--- src/rtl/register_scoreboard_if.sv ---
// Register scoreboard bus: ID-stage issue, WB-stage retire, pipeline flush,
// ID-stage source lookup and the status outputs of the scoreboard.
// master = pipeline side that drives requests, slave = the scoreboard itself.
interface register_scoreboard_if #(
  parameter int NUM_REGS = 16,
  parameter int IDX_W    = 4
);
  logic                issue_en;
  logic                issue_wb_en;
  logic [IDX_W-1:0]    issue_dest;
  logic                issue_ready;
  logic                retire_en;
  logic [IDX_W-1:0]    retire_dest;
  logic                flush;
  logic [IDX_W-1:0]    src1;
  logic [IDX_W-1:0]    src2;
  logic                two_src;
  logic                hazard;
  logic [NUM_REGS-1:0] busy_vec;
  logic                underflow_err;

  modport master (
    output issue_en, issue_wb_en, issue_dest,
    output retire_en, retire_dest, flush,
    output src1, src2, two_src,
    input  issue_ready, hazard, busy_vec, underflow_err
  );

  modport slave (
    input  issue_en, issue_wb_en, issue_dest,
    input  retire_en, retire_dest, flush,
    input  src1, src2, two_src,
    output issue_ready, hazard, busy_vec, underflow_err
  );
endinterface

--- src/rtl/register_scoreboard.sv ---
// register_scoreboard: writer-side bookkeeping of in-flight register writes.
// One saturating pending-write counter per architectural register is bumped
// when an instruction with a destination leaves ID and decremented when WB
// writes the register file. From those counters the block drives busy_vec,
// the RAW hazard (stall) for the ID-stage sources and issue_ready.
//
// Optional feature macro: SCOREBOARD_BYPASS_EN
//   Defined     : a same-cycle valid retire of the last pending write to a
//                 source register suppresses that source's hazard (register
//                 file writes before ID reads).
//   Not defined : hazard is a function of the registered counters only.
//
// Indices >= NUM_REGS (only possible when NUM_REGS < 2**IDX_W) never match a
// counter: issue/retire to them are ignored and such sources read as idle.
module register_scoreboard #(
  parameter int NUM_REGS = 16,
  parameter int IDX_W    = 4,
  parameter int CNT_W    = 2
) (
  input  logic                 clk,
  input  logic                 rst,
  register_scoreboard_if.slave sb
);

  localparam logic [CNT_W-1:0] CNT_ZERO = {CNT_W{1'b0}};
  localparam logic [CNT_W-1:0] CNT_MAX  = {CNT_W{1'b1}};
  localparam logic [CNT_W-1:0] CNT_ONE  = CNT_W'(1);

  // Architectural state: counters and the sticky underflow flag.
  logic [CNT_W-1:0]    cnt_q [NUM_REGS];
  logic [CNT_W-1:0]    cnt_d [NUM_REGS];
  logic                underflow_err_q;
  logic                underflow_err_d;

  // Counter values seen by each lookup port (zero for out-of-range indices).
  logic [CNT_W-1:0]    issue_cnt_s;
  logic [CNT_W-1:0]    retire_cnt_s;
  logic [CNT_W-1:0]    src1_cnt_s;
  logic [CNT_W-1:0]    src2_cnt_s;
  logic                retire_hit_s;

  // Decoded control.
  logic                issue_ready_s;
  logic                issue_accept_s;
  logic                retire_valid_s;
  logic                underflow_set_s;
  logic [NUM_REGS-1:0] inc_vec_s;
  logic [NUM_REGS-1:0] dec_vec_s;

  // Outputs before they are driven onto the interface.
  logic                busy1_s;
  logic                busy2_s;
  logic                bypass1_s;
  logic                bypass2_s;
  logic                hazard_s;
  logic [NUM_REGS-1:0] busy_vec_s;

  // One-hot read of the counter array for the issue, retire and source ports.
  always_comb begin
    issue_cnt_s  = CNT_ZERO;
    retire_cnt_s = CNT_ZERO;
    src1_cnt_s   = CNT_ZERO;
    src2_cnt_s   = CNT_ZERO;
    retire_hit_s = 1'b0;
    for (int r = 0; r < NUM_REGS; r++) begin
      issue_cnt_s  = issue_cnt_s  | ((sb.issue_dest  == IDX_W'(r)) ? cnt_q[r] : CNT_ZERO);
      retire_cnt_s = retire_cnt_s | ((sb.retire_dest == IDX_W'(r)) ? cnt_q[r] : CNT_ZERO);
      src1_cnt_s   = src1_cnt_s   | ((sb.src1        == IDX_W'(r)) ? cnt_q[r] : CNT_ZERO);
      src2_cnt_s   = src2_cnt_s   | ((sb.src2        == IDX_W'(r)) ? cnt_q[r] : CNT_ZERO);
      retire_hit_s = retire_hit_s | (sb.retire_dest == IDX_W'(r));
    end
  end

  // Issue acceptance, retire qualification and underflow detection.
  // issue_ready looks at the registered count only, never at a same-cycle
  // retire, so a saturated register refuses issue even while it retires.
  always_comb begin
    issue_ready_s   = (issue_cnt_s != CNT_MAX);
    issue_accept_s  = sb.issue_en & sb.issue_wb_en & issue_ready_s;
    retire_valid_s  = sb.retire_en & (retire_cnt_s != CNT_ZERO);
    underflow_set_s = sb.retire_en & retire_hit_s & (retire_cnt_s == CNT_ZERO);
    underflow_err_d = underflow_err_q | underflow_set_s;
  end

  // Per-register increment/decrement strobes.
  always_comb begin
    inc_vec_s = {NUM_REGS{1'b0}};
    dec_vec_s = {NUM_REGS{1'b0}};
    for (int r = 0; r < NUM_REGS; r++) begin
      inc_vec_s[r] = issue_accept_s & (sb.issue_dest  == IDX_W'(r));
      dec_vec_s[r] = retire_valid_s & (sb.retire_dest == IDX_W'(r));
    end
  end

  // Next counter values: flush wins, simultaneous inc/dec cancel out.
  // The guards above keep every counter inside [0, CNT_MAX], so no wrap.
  always_comb begin
    for (int r = 0; r < NUM_REGS; r++) begin
      cnt_d[r] = cnt_q[r];
      if (sb.flush) begin
        cnt_d[r] = CNT_ZERO;
      end else begin
        case ({inc_vec_s[r], dec_vec_s[r]})
          2'b10:   cnt_d[r] = cnt_q[r] + CNT_ONE;
          2'b01:   cnt_d[r] = cnt_q[r] - CNT_ONE;
          default: cnt_d[r] = cnt_q[r];
        endcase
      end
    end
  end

  // Busy vector: one bit per register with any write still in flight.
  always_comb begin
    busy_vec_s = {NUM_REGS{1'b0}};
    for (int r = 0; r < NUM_REGS; r++) begin
      busy_vec_s[r] = (cnt_q[r] != CNT_ZERO);
    end
  end

  // RAW hazard for the ID-stage sources; with bypass, a valid retire of the
  // last pending write to a source lets ID read the freshly written value.
  always_comb begin
`ifdef SCOREBOARD_BYPASS_EN
    bypass1_s = retire_valid_s & (sb.retire_dest == sb.src1) & (src1_cnt_s == CNT_ONE);
    bypass2_s = retire_valid_s & (sb.retire_dest == sb.src2) & (src2_cnt_s == CNT_ONE);
`else
    bypass1_s = 1'b0;
    bypass2_s = 1'b0;
`endif
    busy1_s  = (src1_cnt_s != CNT_ZERO) & ~bypass1_s;
    busy2_s  = sb.two_src & (src2_cnt_s != CNT_ZERO) & ~bypass2_s;
    hazard_s = busy1_s | busy2_s;
  end

  // State update; rst clears everything at once, independent of clk.
  always_ff @(posedge clk or posedge rst) begin
    if (rst) begin
      for (int r = 0; r < NUM_REGS; r++) begin
        cnt_q[r] <= CNT_ZERO;
      end
      underflow_err_q <= 1'b0;
    end else begin
      for (int r = 0; r < NUM_REGS; r++) begin
        cnt_q[r] <= cnt_d[r];
      end
      underflow_err_q <= underflow_err_d;
    end
  end

  assign sb.issue_ready   = issue_ready_s;
  assign sb.hazard        = hazard_s;
  assign sb.busy_vec      = busy_vec_s;
  assign sb.underflow_err = underflow_err_q;

endmodule
--- src/flat_wrapper.sv ---
// flat-port wrapper written by rule: the top's interface ports become plain ports
module register_scoreboard_flat 
#(
  parameter int NUM_REGS = 16,
  parameter int IDX_W    = 4,
  parameter int CNT_W    = 2
)
  (clk, rst, sb_issue_en, sb_issue_wb_en, sb_issue_dest, sb_retire_en, sb_retire_dest, sb_flush, sb_src1, sb_src2, sb_two_src, sb_issue_ready, sb_hazard, sb_busy_vec, sb_underflow_err);
  register_scoreboard_if #(.NUM_REGS(NUM_REGS), .IDX_W(IDX_W)) sb_i ();
  input  logic clk;
  input  logic rst;
  input wire logic [$bits(sb_i.issue_en)-1:0] sb_issue_en;
  input wire logic [$bits(sb_i.issue_wb_en)-1:0] sb_issue_wb_en;
  input wire logic [$bits(sb_i.issue_dest)-1:0] sb_issue_dest;
  input wire logic [$bits(sb_i.retire_en)-1:0] sb_retire_en;
  input wire logic [$bits(sb_i.retire_dest)-1:0] sb_retire_dest;
  input wire logic [$bits(sb_i.flush)-1:0] sb_flush;
  input wire logic [$bits(sb_i.src1)-1:0] sb_src1;
  input wire logic [$bits(sb_i.src2)-1:0] sb_src2;
  input wire logic [$bits(sb_i.two_src)-1:0] sb_two_src;
  output wire logic [$bits(sb_i.issue_ready)-1:0] sb_issue_ready;
  output wire logic [$bits(sb_i.hazard)-1:0] sb_hazard;
  output wire logic [$bits(sb_i.busy_vec)-1:0] sb_busy_vec;
  output wire logic [$bits(sb_i.underflow_err)-1:0] sb_underflow_err;
  assign sb_i.issue_en = sb_issue_en;
  assign sb_i.issue_wb_en = sb_issue_wb_en;
  assign sb_i.issue_dest = sb_issue_dest;
  assign sb_i.retire_en = sb_retire_en;
  assign sb_i.retire_dest = sb_retire_dest;
  assign sb_i.flush = sb_flush;
  assign sb_i.src1 = sb_src1;
  assign sb_i.src2 = sb_src2;
  assign sb_i.two_src = sb_two_src;
  assign sb_issue_ready = sb_i.issue_ready;
  assign sb_hazard = sb_i.hazard;
  assign sb_busy_vec = sb_i.busy_vec;
  assign sb_underflow_err = sb_i.underflow_err;
  register_scoreboard #(.NUM_REGS(NUM_REGS), .IDX_W(IDX_W), .CNT_W(CNT_W)) u_core (.clk(clk), .rst(rst), .sb(sb_i));
endmodule
--- config.mk ---
export PLATFORM = sky130hd
export DESIGN_NAME = register_scoreboard_flat
export DESIGN_NICKNAME = d
export VERILOG_FILES = /design/src/rtl/register_scoreboard_if.sv /design/src/rtl/register_scoreboard.sv /design/src/flat_wrapper.sv
export SDC_FILE = /design/constraint.sdc
export NUM_CORES = 1
export LEC_CHECK = 0
export ABC_AREA = 1
export CORE_MARGIN = 4
export CORE_UTILIZATION = 42
export CTS_BUF_LIST = sky130_fd_sc_hd__clkbuf_16
export CTS_CLUSTER_DIAMETER = 120
export DETAILED_ROUTE_END_ITERATION = 8
export PLACE_DENSITY = 0.72
export SLEW_MARGIN = 20
export SYNTH_ARGS = -nofsm -noshare
export SYNTH_HDL_FRONTEND = slang
export SYNTH_SLANG_ARGS = --single-unit
--- constraint.sdc ---
create_clock -name clk -period 2.3 [get_ports clk]
set_input_delay 0.46 -clock clk [delete_from_list [all_inputs] [get_ports clk]]
set_output_delay 0.46 -clock clk [all_outputs]
set_load 0.005 [all_outputs]
==> flow_results.xml <==
<?xml version="1.0" encoding="UTF-8"?>
<metrics>
  <group name="run_status">
    <metric name="run_status" unit="">finished clean</metric>
  </group>
  <group name="finish">
    <metric name="areaGrowthSynthToFinish" unit="%">34.2</metric>
    <metric name="final_cell_count_no_fill" unit="">938</metric>
    <metric name="fraction_of_layout_cells_with_a_size_suffix_above_1" unit="%">23.4</metric>
    <metric name="nFillCells" unit="">903</metric>
    <metric name="antenna-diode-count" unit="">0</metric>
    <metric name="finish.net_count" unit="">852</metric>
    <metric name="multi_input_comb_area" unit="um2">2750</metric>
    <metric name="seqCellArea" unit="um2">828</metric>
  </group>
  <group name="timing">
    <metric name="timing_worst_slew_pin_value" unit="ns">0.483</metric>
    <metric name="final-max-slew-violation-count" unit="">0</metric>
    <metric name="finish_stage_setup_viols" unit="">0</metric>
    <metric name="timing.final.ws_setup" unit="ns">0.0719</metric>
    <metric name="final_min_period_over_clock_period" unit="%">96.9</metric>
    <metric name="period_needed" unit="ns">2.23</metric>
    <metric name="rsz_0062_raised_after_global_routing" unit="">false</metric>
    <metric name="final_hold_viol_count" unit="">0</metric>
    <metric name="worst_clock_skew" unit="ns">0.00422</metric>
    <metric name="timing.slew.headroom" unit="%">67.8</metric>
    <metric name="fmaxAchievable" unit="MHz">449</metric>
  </group>
  <group name="detailed_routing">
    <metric name="drt_first_iter_violations" unit="">358</metric>
    <metric name="antenna_violating_nets_post_route" unit="">0</metric>
    <metric name="dr.pass1.iters" unit="">5</metric>
    <metric name="top_signal_layer_used" unit="">met4</metric>
    <metric name="routed-via-count" unit="">5253</metric>
    <metric name="post_detailed_route_via_to_cell_ratio" unit="">5.60</metric>
    <metric name="detail_route.wl_per_cell" unit="um">16.1</metric>
    <metric name="wirelength_met1" unit="um">6290</metric>
    <metric name="met3_wirelength" unit="um">1340</metric>
    <metric name="drt_drc_violations_left" unit="">0</metric>
    <metric name="routed_wl" unit="um">15100</metric>
    <metric name="dr_wl_met2" unit="um">6850</metric>
  </group>
  <group name="job">
    <metric name="max_cap_viol_count" unit="">0</metric>
  </group>
  <group name="clock_tree">
    <metric name="cts.sink_count" unit="">33</metric>
    <metric name="clock_latency" unit="ns">0.28</metric>
    <metric name="root_buffer" unit="">clkbuf_16</metric>
    <metric name="cts_made_buffers" unit="">5</metric>
    <metric name="cts.htree.levels" unit="">2</metric>
    <metric name="tritoncts" unit="">done</metric>
    <metric name="cts-root-to-sink-buffers" unit="">2</metric>
    <metric name="worst_setup_hold_path_clk_slew" unit="ns">0.06</metric>
  </group>
  <group name="pwr">
    <metric name="power_density" unit="nW/um2">476</metric>
    <metric name="irDropWorstVdd" unit="V">0.000381</metric>
    <metric name="p_leak" unit="uW">0.00275</metric>
  </group>
  <group name="place">
    <metric name="input_output_buffers" unit="">41</metric>
    <metric name="dp.final_hpwl" unit="um">11600</metric>
    <metric name="number_of_instances_in_the_placed_design" unit="">925</metric>
    <metric name="place.gp.congestion" unit="">1.08</metric>
    <metric name="post-place-ws" unit="ns">-0.642</metric>
  </group>
  <group name="logic_synthesis">
    <metric name="yosys.area_share.simple" unit="%">62.3</metric>
    <metric name="synth-compound-area-share" unit="%">4.40</metric>
    <metric name="xor_and_xnor_area_share_after_synthesis" unit="%">0</metric>
    <metric name="mux_share_of_post_synthesis_cell_area" unit="%">0</metric>
    <metric name="post_synth.cell_area_avg" unit="um2">5.40</metric>
    <metric name="synth_top_cell_area_share" unit="%">23.3</metric>
    <metric name="synthesis.nets" unit="">739</metric>
    <metric name="ys_seq_elements" unit="">33</metric>
    <metric name="adder_and_majority_gate_portion_of_the_synthesized_area" unit="%">0</metric>
    <metric name="syn_inst" unit="">716</metric>
    <metric name="synth.largest_area_cell" unit="">nand2_1</metric>
    <metric name="synth_seq_area_share" unit="%">21.3</metric>
    <metric name="synth_area" unit="um2">3870</metric>
    <metric name="ys.warnings.count" unit="">0</metric>
    <metric name="largest_family_of_logic_cells_by_synthesized_area" unit="">simple AND/OR/NAND/NOR gates</metric>
    <metric name="synth.top_cells.by_area" unit="">nand2_1 (23%), dfrtp_1 (21%), nand3_1 (17%)</metric>
    <metric name="post_synth_num_cell_types" unit="">30</metric>
  </group>
  <group name="floorplan">
    <metric name="pin_count" unit="">42</metric>
    <metric name="num_rows" unit="">34</metric>
    <metric name="die_x_extent" unit="um">104</metric>
    <metric name="die_area" unit="um2">10800</metric>
    <metric name="core_outline_area" unit="um2">8850</metric>
    <metric name="start_util" unit="%">43.7</metric>
    <metric name="chipHeight" unit="um">104</metric>
  </group>
  <group name="worst_setup_path">
    <metric name="criticalPathCategory" unit="">reg2out</metric>
    <metric name="worst_r2r_endpoint" unit="">u_core.cnt_q[21]$_DFFE_PP0P_</metric>
    <metric name="worst_path_arrival" unit="ns">1.77</metric>
    <metric name="crit_required" unit="ns">1.84</metric>
    <metric name="critical_path.endpoint_type" unit="">output port</metric>
    <metric name="cp-startpoint" unit="">u_core.cnt_q[26]$_DFFE_PP0P_</metric>
    <metric name="timing.reg2reg.worst_path_depth" unit="">15</metric>
    <metric name="worst-r2r-setup-slack" unit="ns">0.31</metric>
    <metric name="worst_setup_path_start_kind" unit="">register</metric>
    <metric name="reg_to_reg_startpoint" unit="">u_core.cnt_q[22]$_DFFE_PP0P_</metric>
    <metric name="worst-path-max-fanout" unit="">7</metric>
  </group>
  <group name="hold_path">
    <metric name="min_from" unit="">u_core.sb.underflow_err$_DFF_PP0_</metric>
    <metric name="hold_crit_class" unit="">reg2reg</metric>
    <metric name="min_delay_path_depth" unit="">1</metric>
    <metric name="worst_hold_path.endpoint" unit="">u_core.sb.underflow_err$_DFF_PP0_</metric>
  </group>
  <group name="global_routing">
    <metric name="maximum_number_of_pins_on_one_net_before_global_route_repair" unit="">34</metric>
    <metric name="grt_pass1_wl" unit="um">24200</metric>
    <metric name="number_of_antenna_violations_at_the_first_check_in_global_routing" unit="">0</metric>
    <metric name="overall_overflow_remaining_after_global_route" unit="">0</metric>
    <metric name="groute.usage.overall" unit="%">27.4</metric>
    <metric name="number_of_global_route_vias_before_repair" unit="">4863</metric>
  </group>
</metrics>
-- layer usage --
layer	up-vias	GRT usage [%]
met4	0	11.3
li1	2538	-
met2	271	45.4
met5	-	0
met1	2379	35.2
met3	65	4.66
-- worst max-delay path: stages (launching register included) --
cell and delay [ns]:
dfrtp_1 0.53, inv_1 0.13, nor2_1 0.05, a311oi_1 0.30, nand4_1 0.15, nand3b_1 0.19, clkbuf_2 0.13
-- registers in the layout (all words and copies together), names as in the netlist --
name                     count
u_core.cnt_q                32
u_core.sb.underflow_err      1
-- synthesized netlist by cell type, drive strengths merged --
cell / count
nor4: 3
inv: 97
or2: 10
nand2: 248
a21oi: 7
o211ai: 2
nand3b: 1
o21ai: 8
a31o: 1
o22ai: 1
a311oi: 3
clkbuf: 11
nand3: 135
nor2: 101
clkinv: 1
nand4: 43
dfrtp: 33
buf: 9
o2bb2ai: 1
o2111a: 1
-- cells in the final DEF (no fill, tap or decap), types with 3 or more instances in the layout --
cell type and n:
nand2_4 3, dfrtp_1 31, nor2_2 19, or2_2 10, nand3_1 134, a311oi_1 3
inv_2 11, nor2_4 9, inv_1 86, nand2_1 228, clkinv_1 3, a21oi_2 5
clkbuf_16 5, nand4_1 43, nand2_2 16, nor2_1 73, clkbuf_2 16, buf_4 84
o21ai_2 6, clkdlybuf4s50_1 23
-- metrics by stage --
step	setup TNS, ns	hold slack [ns]	cell area, um2	utilization (%)	total power (uW)
final	0	0.472	5190	58.7	2470
after global routing	0	0.504	5190	58.7	2600
after CTS	-0.0931	0.473	5150	58.2	2440
after detailed placement	-17.35	0.460	4920	55.6	1760
after global placement	-16.01	0.457	4920	55.6	1730
after floorplan	0	0.466	3870	-	1250
-- cell type report --
cell class                      instances  area share (%)
Clock buffer                            5            2.41
Sequential cell                        33            15.9
Timing Repair Buffer                  126            18.7
Clock inverter                          3           0.241
Tap cell                              108            2.60
Inverter                               98            7.08
Multi-Input combinational cell        565            53.0
-- report_power, final --
part	switching, uW	leakage, uW	total [uW]	internal (uW)
Sequential	196	0.000432	848	652
Clock	269	0.0000687	662	392
Combinational	537	0.00225	962	425
Total	1000	0.00275	2470	1470
-- worst max path at each step --
stage,endpoint,slack (ns),cells past startpoint
global route,sb_issue_ready,0.02,12
finish,sb_hazard,0.07,6
CTS,sb_hazard,-0.09,10
detailed placement,sb_hazard,-0.64,9
floorplan,u_core.cnt_q[14]$_DFFE_PP0P_,0.39,15
global placement,u_core.cnt_q[25]$_DFFE_PP0P_,-0.52,17
-- timing repair --
item | CTS | global route
hold endpoints to repair | 0 | 0
hold buffers | 0 | 0
resized for setup | 52 | 61
setup endpoints to repair | 34 | 32
pin swaps | 5 | 13
setup buffers | 2 | 3
-- cells by family (layout without fill, tap and decap cells) --
logic type,count (synthesis),count (layout)
AO/OA/AOI/OAI,24,24
buffers and inverters,118,232
flip-flops,33,33
AND/OR/NAND/NOR,541,541
No activity file was read; power rests on OpenSTA's default activity.
